<file path="config.mk">
export PLATFORM = sky130hd
export DESIGN_NAME = pwm_dt_core
export DESIGN_NICKNAME = d
export VERILOG_FILES = /design/src/rtl/pwm_dt_core.sv
export SDC_FILE = /design/constraint.sdc
export NUM_CORES = 1
export LEC_CHECK = 0
export ABC_AREA = 1
export CORE_MARGIN = 1.5
export CORE_UTILIZATION = 30
export CTS_CLUSTER_DIAMETER = 150
export DETAILED_ROUTE_END_ITERATION = 6
export MAX_ROUTING_LAYER = met4
export PLACE_DENSITY = 0.54
export SYNTH_ARGS = -nofsm -noshare
export SYNTH_HDL_FRONTEND = slang
export SYNTH_SLANG_ARGS = --single-unit
</file>
<file path="constraint.sdc">
create_clock -name clk_i -period 16.8 [get_ports clk_i]
set_input_delay 3.36 -clock clk_i [delete_from_list [all_inputs] [get_ports clk_i]]
set_output_delay 3.36 -clock clk_i [all_outputs]
set_load 0.02 [all_outputs]
</file>
<file path="src/rtl/pwm_dt_core.sv">
`default_nettype none
// ============================================================================
// Module   : pwm_dt_core
// Brief    : N-channel phase-offset complementary PWM with dead-time insertion
//            and double-buffered config that swaps at the period boundary.
//            Optional feature macro: PWM_DT_FAULT_EN (sticky fault shutdown).
// Revision : 1.0 - initial release
// ============================================================================
module pwm_dt_core #(
    parameter int N_CHANNELS = 4,
    parameter int CNT_DW     = 16,
    parameter int DEAD_DW    = 8
) (
    input  logic                         clk_i,
    input  logic                         rst_i,
    input  logic                         en_i,
    input  logic [CNT_DW-1:0]            period_i,
    input  logic [N_CHANNELS*CNT_DW-1:0] duty_i,
    input  logic [N_CHANNELS*CNT_DW-1:0] phase_i,
    input  logic [DEAD_DW-1:0]           dead_i,
    input  logic                         cfg_update_i,
`ifdef PWM_DT_FAULT_EN
    input  logic                         fault_i,
    input  logic                         fault_clr_i,
    output logic                         fault_o,
`endif
    output logic                         cfg_pending_o,
    output logic                         cycle_start_o,
    output logic [N_CHANNELS-1:0]        pwm_hi_o,
    output logic [N_CHANNELS-1:0]        pwm_lo_o
);

    typedef enum logic [2:0] {
        ST_OFF     = 3'd0,
        ST_LO_ON   = 3'd1,
        ST_DT_RISE = 3'd2,
        ST_HI_ON   = 3'd3,
        ST_DT_FALL = 3'd4
    } state_t;

    localparam logic [CNT_DW-1:0]  c_cnt_one  = CNT_DW'(1);
    localparam logic [CNT_DW:0]    c_ext_one  = (CNT_DW+1)'(1);
    localparam logic [DEAD_DW:0]   c_dead_one = (DEAD_DW+1)'(1);

    logic                         w_run;
    logic                         w_kill;
    logic                         w_wrap;
    logic                         w_swap;

    logic [CNT_DW-1:0]            r_cnt;
    logic                         r_cycle_start;
    logic                         r_pending;

    logic [CNT_DW-1:0]            r_stg_period, r_act_period;
    logic [N_CHANNELS*CNT_DW-1:0] r_stg_duty,   r_act_duty;
    logic [N_CHANNELS*CNT_DW-1:0] r_stg_phase,  r_act_phase;
    logic [DEAD_DW-1:0]           r_stg_dead,   r_act_dead;

`ifdef PWM_DT_FAULT_EN
    logic r_fault;

    // Set has priority so a clear can never mask a fault that is still present.
    always_ff @(posedge clk_i or posedge rst_i) begin
        if (rst_i) begin
            r_fault <= 1'b0;
        end else if (fault_i) begin
            r_fault <= 1'b1;
        end else if (fault_clr_i) begin
            r_fault <= 1'b0;
        end
    end

    assign fault_o = r_fault;
    assign w_run   = en_i & ~r_fault;
    assign w_kill  = r_fault;
`else
    assign w_run   = en_i;
    assign w_kill  = 1'b0;
`endif

    assign w_wrap = w_run && (r_cnt == r_act_period);
    assign w_swap = r_pending && (w_wrap || !w_run);

    always_ff @(posedge clk_i or posedge rst_i) begin
        if (rst_i) begin
            r_cnt         <= '0;
            r_cycle_start <= 1'b0;
        end else begin
            r_cycle_start <= w_run && (r_cnt == '0);
            if (!w_run || w_wrap) begin
                r_cnt <= '0;
            end else begin
                r_cnt <= r_cnt + c_cnt_one;
            end
        end
    end

    // Staging always takes a fresh update; active only loads at a boundary.
    always_ff @(posedge clk_i or posedge rst_i) begin
        if (rst_i) begin
            r_stg_period <= '0;
            r_stg_duty   <= '0;
            r_stg_phase  <= '0;
            r_stg_dead   <= '0;
            r_act_period <= '0;
            r_act_duty   <= '0;
            r_act_phase  <= '0;
            r_act_dead   <= '0;
            r_pending    <= 1'b0;
        end else begin
            if (w_swap) begin
                r_act_period <= r_stg_period;
                r_act_duty   <= r_stg_duty;
                r_act_phase  <= r_stg_phase;
                r_act_dead   <= r_stg_dead;
            end
            if (cfg_update_i) begin
                r_stg_period <= period_i;
                r_stg_duty   <= duty_i;
                r_stg_phase  <= phase_i;
                r_stg_dead   <= dead_i;
                r_pending    <= 1'b1;
            end else if (w_swap) begin
                r_pending    <= 1'b0;
            end
        end
    end

    assign cfg_pending_o = r_pending;
    assign cycle_start_o = r_cycle_start;

    for (genvar gi = 0; gi < N_CHANNELS; gi++) begin : g_chan
        logic [CNT_DW:0]    w_p, w_cnt_x, w_duty, w_phase, w_ph, w_s;
        logic               w_raw;
        logic               w_dead_zero;
        logic               w_dt_done;
        state_t             r_state, w_next;
        logic [DEAD_DW-1:0] r_dcnt, w_dcnt_next;
        logic               r_hi, r_lo;

        assign w_p     = {1'b0, r_act_period};
        assign w_cnt_x = {1'b0, r_cnt};
        assign w_duty  = {1'b0, r_act_duty[gi*CNT_DW +: CNT_DW]};
        assign w_phase = {1'b0, r_act_phase[gi*CNT_DW +: CNT_DW]};
        assign w_ph    = (w_phase > w_p) ? w_p : w_phase;
        assign w_s     = (w_cnt_x >= w_ph) ? (w_cnt_x - w_ph)
                                           : (w_cnt_x + w_p + c_ext_one - w_ph);
        assign w_raw   = (w_duty == '0) ? 1'b0 :
                         (w_duty > w_p) ? 1'b1 : (w_s < w_duty);

        // ">=" rather than "==" so a dead time shrunk at a swap cannot strand dcnt.
        assign w_dead_zero = (r_act_dead == '0);
        assign w_dt_done   = ({1'b0, r_dcnt} + c_dead_one) >= {1'b0, r_act_dead};

        always_comb begin
            w_next      = r_state;
            w_dcnt_next = r_dcnt;
            if (!w_run) begin
                w_next = ST_OFF;
            end else begin
                case (r_state)
                    ST_OFF: w_next = ST_LO_ON;
                    ST_LO_ON: begin
                        if (w_raw) begin
                            w_next      = w_dead_zero ? ST_HI_ON : ST_DT_RISE;
                            w_dcnt_next = '0;
                        end
                    end
                    ST_DT_RISE: begin
                        if (!w_raw) begin
                            w_next = ST_LO_ON;
                        end else if (w_dt_done) begin
                            w_next = ST_HI_ON;
                        end else begin
                            w_dcnt_next = r_dcnt + 1'b1;
                        end
                    end
                    ST_HI_ON: begin
                        if (!w_raw) begin
                            w_next      = w_dead_zero ? ST_LO_ON : ST_DT_FALL;
                            w_dcnt_next = '0;
                        end
                    end
                    ST_DT_FALL: begin
                        if (w_raw) begin
                            w_next = ST_HI_ON;
                        end else if (w_dt_done) begin
                            w_next = ST_LO_ON;
                        end else begin
                            w_dcnt_next = r_dcnt + 1'b1;
                        end
                    end
                    default: w_next = ST_OFF;
                endcase
            end
        end

        always_ff @(posedge clk_i or posedge rst_i) begin
            if (rst_i) begin
                r_state <= ST_OFF;
                r_dcnt  <= '0;
                r_hi    <= 1'b0;
                r_lo    <= 1'b0;
            end else begin
                r_state <= w_next;
                r_dcnt  <= w_dcnt_next;
                r_hi    <= (w_next == ST_HI_ON);
                r_lo    <= (w_next == ST_LO_ON);
            end
        end

        assign pwm_hi_o[gi] = r_hi & ~w_kill;
        assign pwm_lo_o[gi] = r_lo & ~w_kill;
    end

endmodule
`default_nettype wire

</file>
**Yosys cells after proc, flatten, opt, wreduce, memory -nomap -nowiden**

Cells that the tools add are included.

- Register bits: 374
- Bits in latches: 0
- Bits in writable memories: 0
- Bits in read-only memories: 0
- Input bits: 156
- Output and inout bits: 10
- Word-level logic and storage cells: 208
- Memories: 0

- Add/sub/neg operators: 19
- Multiply operators: 0
- Divide/modulo/power cells: 0
- Order comparisons: 20
- Equal/unequal tests: 41
- Shifts and indexed selects: 0
- Multiplexer cells: 77
- Bitwise gates (word level): 0
- Reductions and logical operators: 24

Operators with widths:

| cell | count |
|---|---|
| $mux W8 | 20 |
| $gt A16 B16 Y1 | 8 |
| $pmux W8 S4 | 4 |
| $mux W3 | 29 |
| $mux W16 | 5 |
| $logic_not A17 Y1 | 4 |
| $lt A17 B16 Y1 | 4 |
| $mux W17 | 4 |
| $sub A16 B16 Y17 | 4 |
| $sub A17 B16 Y17 | 4 |
| $ge A16 B16 Y1 | 4 |
| $pmux W3 S5 | 4 |
| $add A8 B1 Y9 const B | 4 |
| $eq A3 B2 Y1 const B | 12 |
| $ge A9 B8 Y1 | 4 |
| $add A8 B1 Y8 const B | 4 |
| $ne A2 B2 Y1 const B | 16 |
| $eq A3 B1 Y1 const B | 8 |
| $reduce_and A6 Y1 | 4 |
| $add A16 B16 Y17 | 1 |
| $add A17 B1 Y17 const B | 1 |
| $add A16 B1 Y16 const B | 1 |
| $eq A16 B16 Y1 | 1 |
| $logic_not A16 Y1 | 1 |
| 9 further kinds | 30 |

**Depth between registers and ports, before layout**

- Word-level depth: 11
- Mapped depth: 46
- Depth with buffers taken out: 44

**Least setup slack after synthesis**

No wires, ideal clock.

- Kind: reg2reg
- From: register r_act_period[3]
- To: register g_chan[3].r_lo
- Library setup time: 0.124 ns
- Arrival time: 5.495 ns
- Required time: 16.676 ns
- Slack: 11.181 ns
- Cell stages (with the launch flop): 38
- Path buffers: 5
- Period minus slack after synthesis: 5.619 ns
- Cell sequence: dfrtp_1 -> inv_1 -> ha_1 -> nand2_1 -> inv_1 -> nand2_1 -> nand2_1 -> nand2_1 -> nand2_1 -> nand2_1 -> nand2_2 -> nand2_2 -> clkbuf_1 -> clkbuf_1 -> a21oi_1 -> ha_1 -> nand2_1 -> nor2_1 -> (+2 left out) -> a31oi_1 -> nand2_1 -> buf_1 -> clkbuf_1 -> o22ai_1 -> ha_1 -> nand2_1 -> nor4_1 -> nand3b_1 -> nand2_1 -> o21ai_1 -> nand3_1 -> nand2_1 -> nand3_1 -> nand2_1 -> buf_4 -> o21ai_2 -> nor2_1

- Cells in the longest elaborated chain, start to end: 11
- Elaborated cells on any way between the ends: 19
- Those cells by class: add/sub: 4; order compare: 4; eq/ne: 1; mux: 10

RTL lines:

| element | RTL line | source |
|---|---|---|
| start: declaration | 54 | `logic [CNT_DW-1:0] r_stg_period, r_act_period;` |
| start signal: assignment | 112 | `r_act_period <= r_stg_period;` |
| $add A16 B16 Y17 or $gt A16 B16 Y1 (tied branches) | 147, 145 |  |
| $add A17 B1 Y17 or $mux W16 (tied branches) | 147, 145 |  |
| $sub A17 B16 Y17, or another cell as far along | 147 | `: (w_cnt_x + w_p + c_ext_one - w_ph);` |
| $mux W17 | 146 | `assign w_s = (w_cnt_x >= w_ph) ? (w_cnt_x - w_ph)` |
| $lt A17 B16 Y1 | 149 | `(w_duty > w_p) ? 1'b1 : (w_s < w_duty);` |
| $mux W1 * | 149 |  |
| $mux W1 * | 148 | `assign w_raw = (w_duty == '0) ? 1'b0 :` |
| $mux W3, on equally long branches | - |  |
| $pmux W3 S5 * | 161 | `case (r_state)` |
| $mux W3 * | 158 | `if (!w_run) begin` |
| $eq A3 B1 Y1 * | 208 | `r_lo <= (w_next == ST_LO_ON);` |
| end signal: assignment | 208 |  |
| end: declaration | 139 | `logic r_hi, r_lo;` |

Every way passes the cells marked *; elsewhere a longest branch is shown, timed or not.
A chain may end at the register's enable or synchronous reset.

**Final worst setup path**

- From: register r_act_period[1]
- To: register g_chan[2].r_dcnt[7]

- Cells in the longest elaborated chain, start to end: 9
- Elaborated cells on any way between the ends: 17
- Those cells by class: add/sub: 4; order compare: 4; eq/ne: 4; mux: 4; reduce/logical: 1

RTL lines:

| element | RTL line | source |
|---|---|---|
| $add A16 B16 Y17 or $gt A16 B16 Y1 (tied branches) | 147, 145 |  |
| $add A17 B1 Y17 or $mux W16 (tied branches) | 147, 145 |  |
| $sub A17 B16 Y17, or another cell as far along | 147 |  |
| $mux W17 | 146 |  |
| $lt A17 B16 Y1 | 149 |  |
| $mux W1 * | 149 |  |
| $mux W1 * | 148 |  |
| $ne A2 B2 Y1 (no source line) | - |  |
| $reduce_and A6 Y1 (no source line) * | - |  |
| end signal: assignment | 206 | `r_dcnt <= w_dcnt_next;` |
| end: declaration | 138 | `logic [DEAD_DW-1:0] r_dcnt, w_dcnt_next;` |

Marked as above.

==> flow_summary_export.csv <==
group,metric,value,unit
status,status,"finished clean",
worst_setup_path,crit_type,"reg -> reg",
timing,max_slew.worst_pin.slew,1150,ps
timing,finalClockSkew,24.1,ps
finish,stdcell_area,33200,um^2
worst_setup_path,cp-end-kind,"flip-flop",
power,p_clk_share,23.3,%
synthesis,synthFlopType,"dfrtp_1",
worst_setup_path,cp_slowest_cell,"o21ai_0",
timing,fin_crit_sh,44.8,%
timing,min_period,7530,ps
synthesis,synthCells,3818,
worst_setup_path,arrival,8060,ps
worst_setup_path,r2r-start,"r_act_period[1]",
route,routed-via-count,26200,
global_routing,first_global_vias,25400,
floorplanning,initial_core_util,30.4,%
clocking,clock_path_buffers,3,
clocking,clockRootBuffer,"clkbuf_16",
timing,rsz0062_at_grt,"no",
synthesis,synth_common_cells,"nand2_1, inv_1, dfrtp_1",
synthesis,synth.top_cell.area_share,33.0,%
worst_setup_path,cp.required,17340,ps
timing,tns,0,ps
synthesis,ys_top_cells_by_area,"dfrtp_1, ha_1, nand2_1",
floorplanning,top_level_ports,166,
synthesis,ys_warn_count,0,
placed_design,hpwlAfterDp,78800,um
hold_path,hp-class,"reg -> reg",
synthesis,yosys.area.top_type,"dfrtp_1",
route,drc,0,
synthesis,yosysSeqAreaShare,33.0,%
finish,antenna_cells,0,
power,power.density,141,nW/um^2
timing,fmax,0.133,GHz
power,vdd_ir_drop_max,81.7,uV
job,drv_cap,0,
power,switching_power,2120,uW
synthesis,yosysMostFrequentCell,"nand2_1",
finish,synthToLayoutAreaGrowth,16.8,%
finish,n_fill_cell,9956,
finish,drive_gt1_share,5.56,%
finish,nets,4491,
power,p_int,2570,uW
floorplanning,die_area,96500,um^2
global_routing,grtUsageTotal,21.5,%
power,seqPwrFrac,24.3,%
worst_setup_path,r2r_setup_slack,9270,ps
synthesis,synth_area,28400,um^2
worst_setup_path,crit_path_start_kind,"flip-flop",
route,viasPerCell,4.98,
floorplanning,die_h,311,um
floorplanning,placementRows,112,
worst_setup_path,startpoint,"r_act_period[1]",
synthesis,avgSynthCellArea,7.43,um^2
worst_setup_path,critPathMostFrequentCell,"nand2_1",
clocking,clock_latency,610,ps
clocking,clock-sinks,374,
global_routing,overflow,0,
route,drt-pass1-iter-count,6,
synthesis,synth.distinct_cells,60,
synthesis,ys_ff_latch,374,
hold_path,min-delay-start,"r_cnt[0]",
timing,setup_violations,0,
power,swShare,45.2,%
global_routing,grt_pass1_wl,155000,um
global_routing,grt_antenna_before_repair,0,
synthesis,async_reset_ff_share,100,%
timing,slew_headroom,23.4,%
clocking,cts_hold_buf,0,
floorplanning,die_x,311,um
timing,final_max_slew_viol_count,0,
synthesis,synth-edff-count,0,
route,wirelength,103000,um
route,ant_nets,0,
placed_design,place_congestion,0.957,
worst_setup_path,critPathMaxStageDelay,650,ps
placed_design,placed_area,31500,um^2
clocking,numCtsBuffers,47,
clocking,post-cts-setup-buffers,0,
clocking,path_clk_slew,60,ps
route,wl_per_cell,19.5,um
worst_setup_path,crit_fanout,31,
finish,post_layout_nonfiller_instances,5263,
clocking,cts_resized,0,
power,combPwrFrac,52.5,%
route,drtIter0Drc,2030,
floorplanning,core-area,93500,um^2
placed_design,io_buffer_count,165,
clocking,cts_tree,"done",
power,finalPower,4690,uW
placed_design,place_inst,5176,
timing,finalHoldViolCount,0,
global_routing,grt_max_degree,119,
clocking,htree_num_levels,2,
power,power.leakage,0.0167,uW
synthesis,synth_fp_nets,4337,
[power by group through the flow]
stage / Combinational (uW) / Clock, uW / Sequential [uW]
global route: 2800 / 1150 / 1150
floorplan: 1800 / 0 / 1080
global placement: 2430 / 0 / 1150
finish: 2460 / 1090 / 1140
detailed placement: 2430 / 0 / 1150
CTS: 2450 / 1120 / 1140
[metrics by stage]
stage               hold slack, ps  setup WS (ps)  utilization (%)
finish                         456           9270             35.5
global route                   478           8700             35.5
detailed placement             449           9450             33.7
CTS                            457           9370             35.5
floorplan                      432           3050                -
global placement               451           9350             33.7
[cells by family (layout without fill, tap and decap cells)]
group / Yosys count / in the layout / synth area share [%]
and+or+nand+nor: 1649 / 1649 / 24.6
adders and majority gates: 363 / 363 / 16.2
muxes: 8 / 8 / 0.282
DFF: 374 / 374 / 33.0
xor gates and xnor gates: 104 / 104 / 3.21
AOI/OAI and AO/OA: 798 / 798 / 15.5
buffers and inverters: 522 / 713 / 7.12
[final cells by class]
cell class / count / area, um^2 / area share [%]
Multi-Input combinational cell: 2922 / 17000 / 51.3
Sequential cell: 374 / 9360 / 28.2
Timing Repair Buffer: 206 / 1960 / 5.91
Inverter: 421 / 1590 / 4.79
Tap cell: 1254 / 1570 / 4.73
Clock buffer: 66 / 1380 / 4.16
Clock inverter: 20 / 278 / 0.838
[worst max-delay path: cells and delay by family, from the launching register on]
family,cells,cell delay (ps)
adder cells (fa/ha/maj),3,1140
AO/OA/AOI/OAI,7,2080
flip-flops,1,600
buffers and inverters,4,660
AND/OR/NAND/NOR,24,2960
[cells in the final DEF (no fill, tap or decap), types with 6 or more instances in the layout]
cell type        Yosys  routed
a211oi_1            20      20
a21o_1               7       7
a21oi_1            279     279
a31oi_1             14      14
buf_4                9      41
bufinv_16            0       6
clkbuf_1            82       7
clkbuf_16            0      48
clkbuf_8             0      11
clkdlybuf4s50_1      0     164
clkinv_2             0       9
dfrtp_1            374     374
fa_1                 9       9
ha_1               354     354
inv_1              408     407
inv_2               12      11
mux2i_1              8       8
nand2_1           1067    1067
nand2_2             27      27
nand2_4              7       7
nand3_1            152     152
nand3_2             10      10
nand3b_1            17      17
nand4_1             40      40
nor2_1             243     242
nor3_1              28      28
nor4_1              28      28
o211ai_1            10      10
o21a_1              12      12
o21ai_0            348     348
o21ai_1             22      22
o21ai_2             19      19
o21bai_1            20      20
o22ai_1              9       9
o31ai_1              9       9
xnor2_1             37      36
xor2_1              67      67
[sequential cells by signal, indices dropped and copies added (netlist names)]
register / count
r_act_period: 16
g_chan.r_hi: 4
r_cnt: 16
cycle_start_o: 1
g_chan.r_dcnt: 32
r_act_dead: 8
r_act_duty: 64
g_chan.r_lo: 4
r_stg_phase: 64
r_stg_dead: 8
r_stg_period: 16
g_chan.r_state: 12
cfg_pending_o: 1
r_stg_duty: 64
r_act_phase: 64
[path summary, 6_finish.rpt]
| check | depth (start not counted) | end |
|---|---|---|
| worst max-delay path | 38 | g_chan[2].r_dcnt[7] |
| worst min-delay path | 1 | r_cnt[0] |
| worst max register to register | 38 | g_chan[2].r_dcnt[7] |
| worst min register to register | 1 | r_cnt[0] |
| max in group asynchronous | 4 | r_stg_duty[42] |
| min in group asynchronous | 2 | r_stg_phase[56] |
[per-layer routing]
metal | up-vias | wire, um | track usage, % | part of all wire (%)
li1 | 13000 | - | - | -
met1 | 12300 | 46200 | 28.0 | 45
met5 | - | 0 | - | 0
met2 | 748 | 46500 | 34.2 | 45
met3 | 178 | 5300 | 2.25 | 5.2
met4 | 0 | 4550 | 8.52 | 4.4
Power figures use the tool's default switching activity.
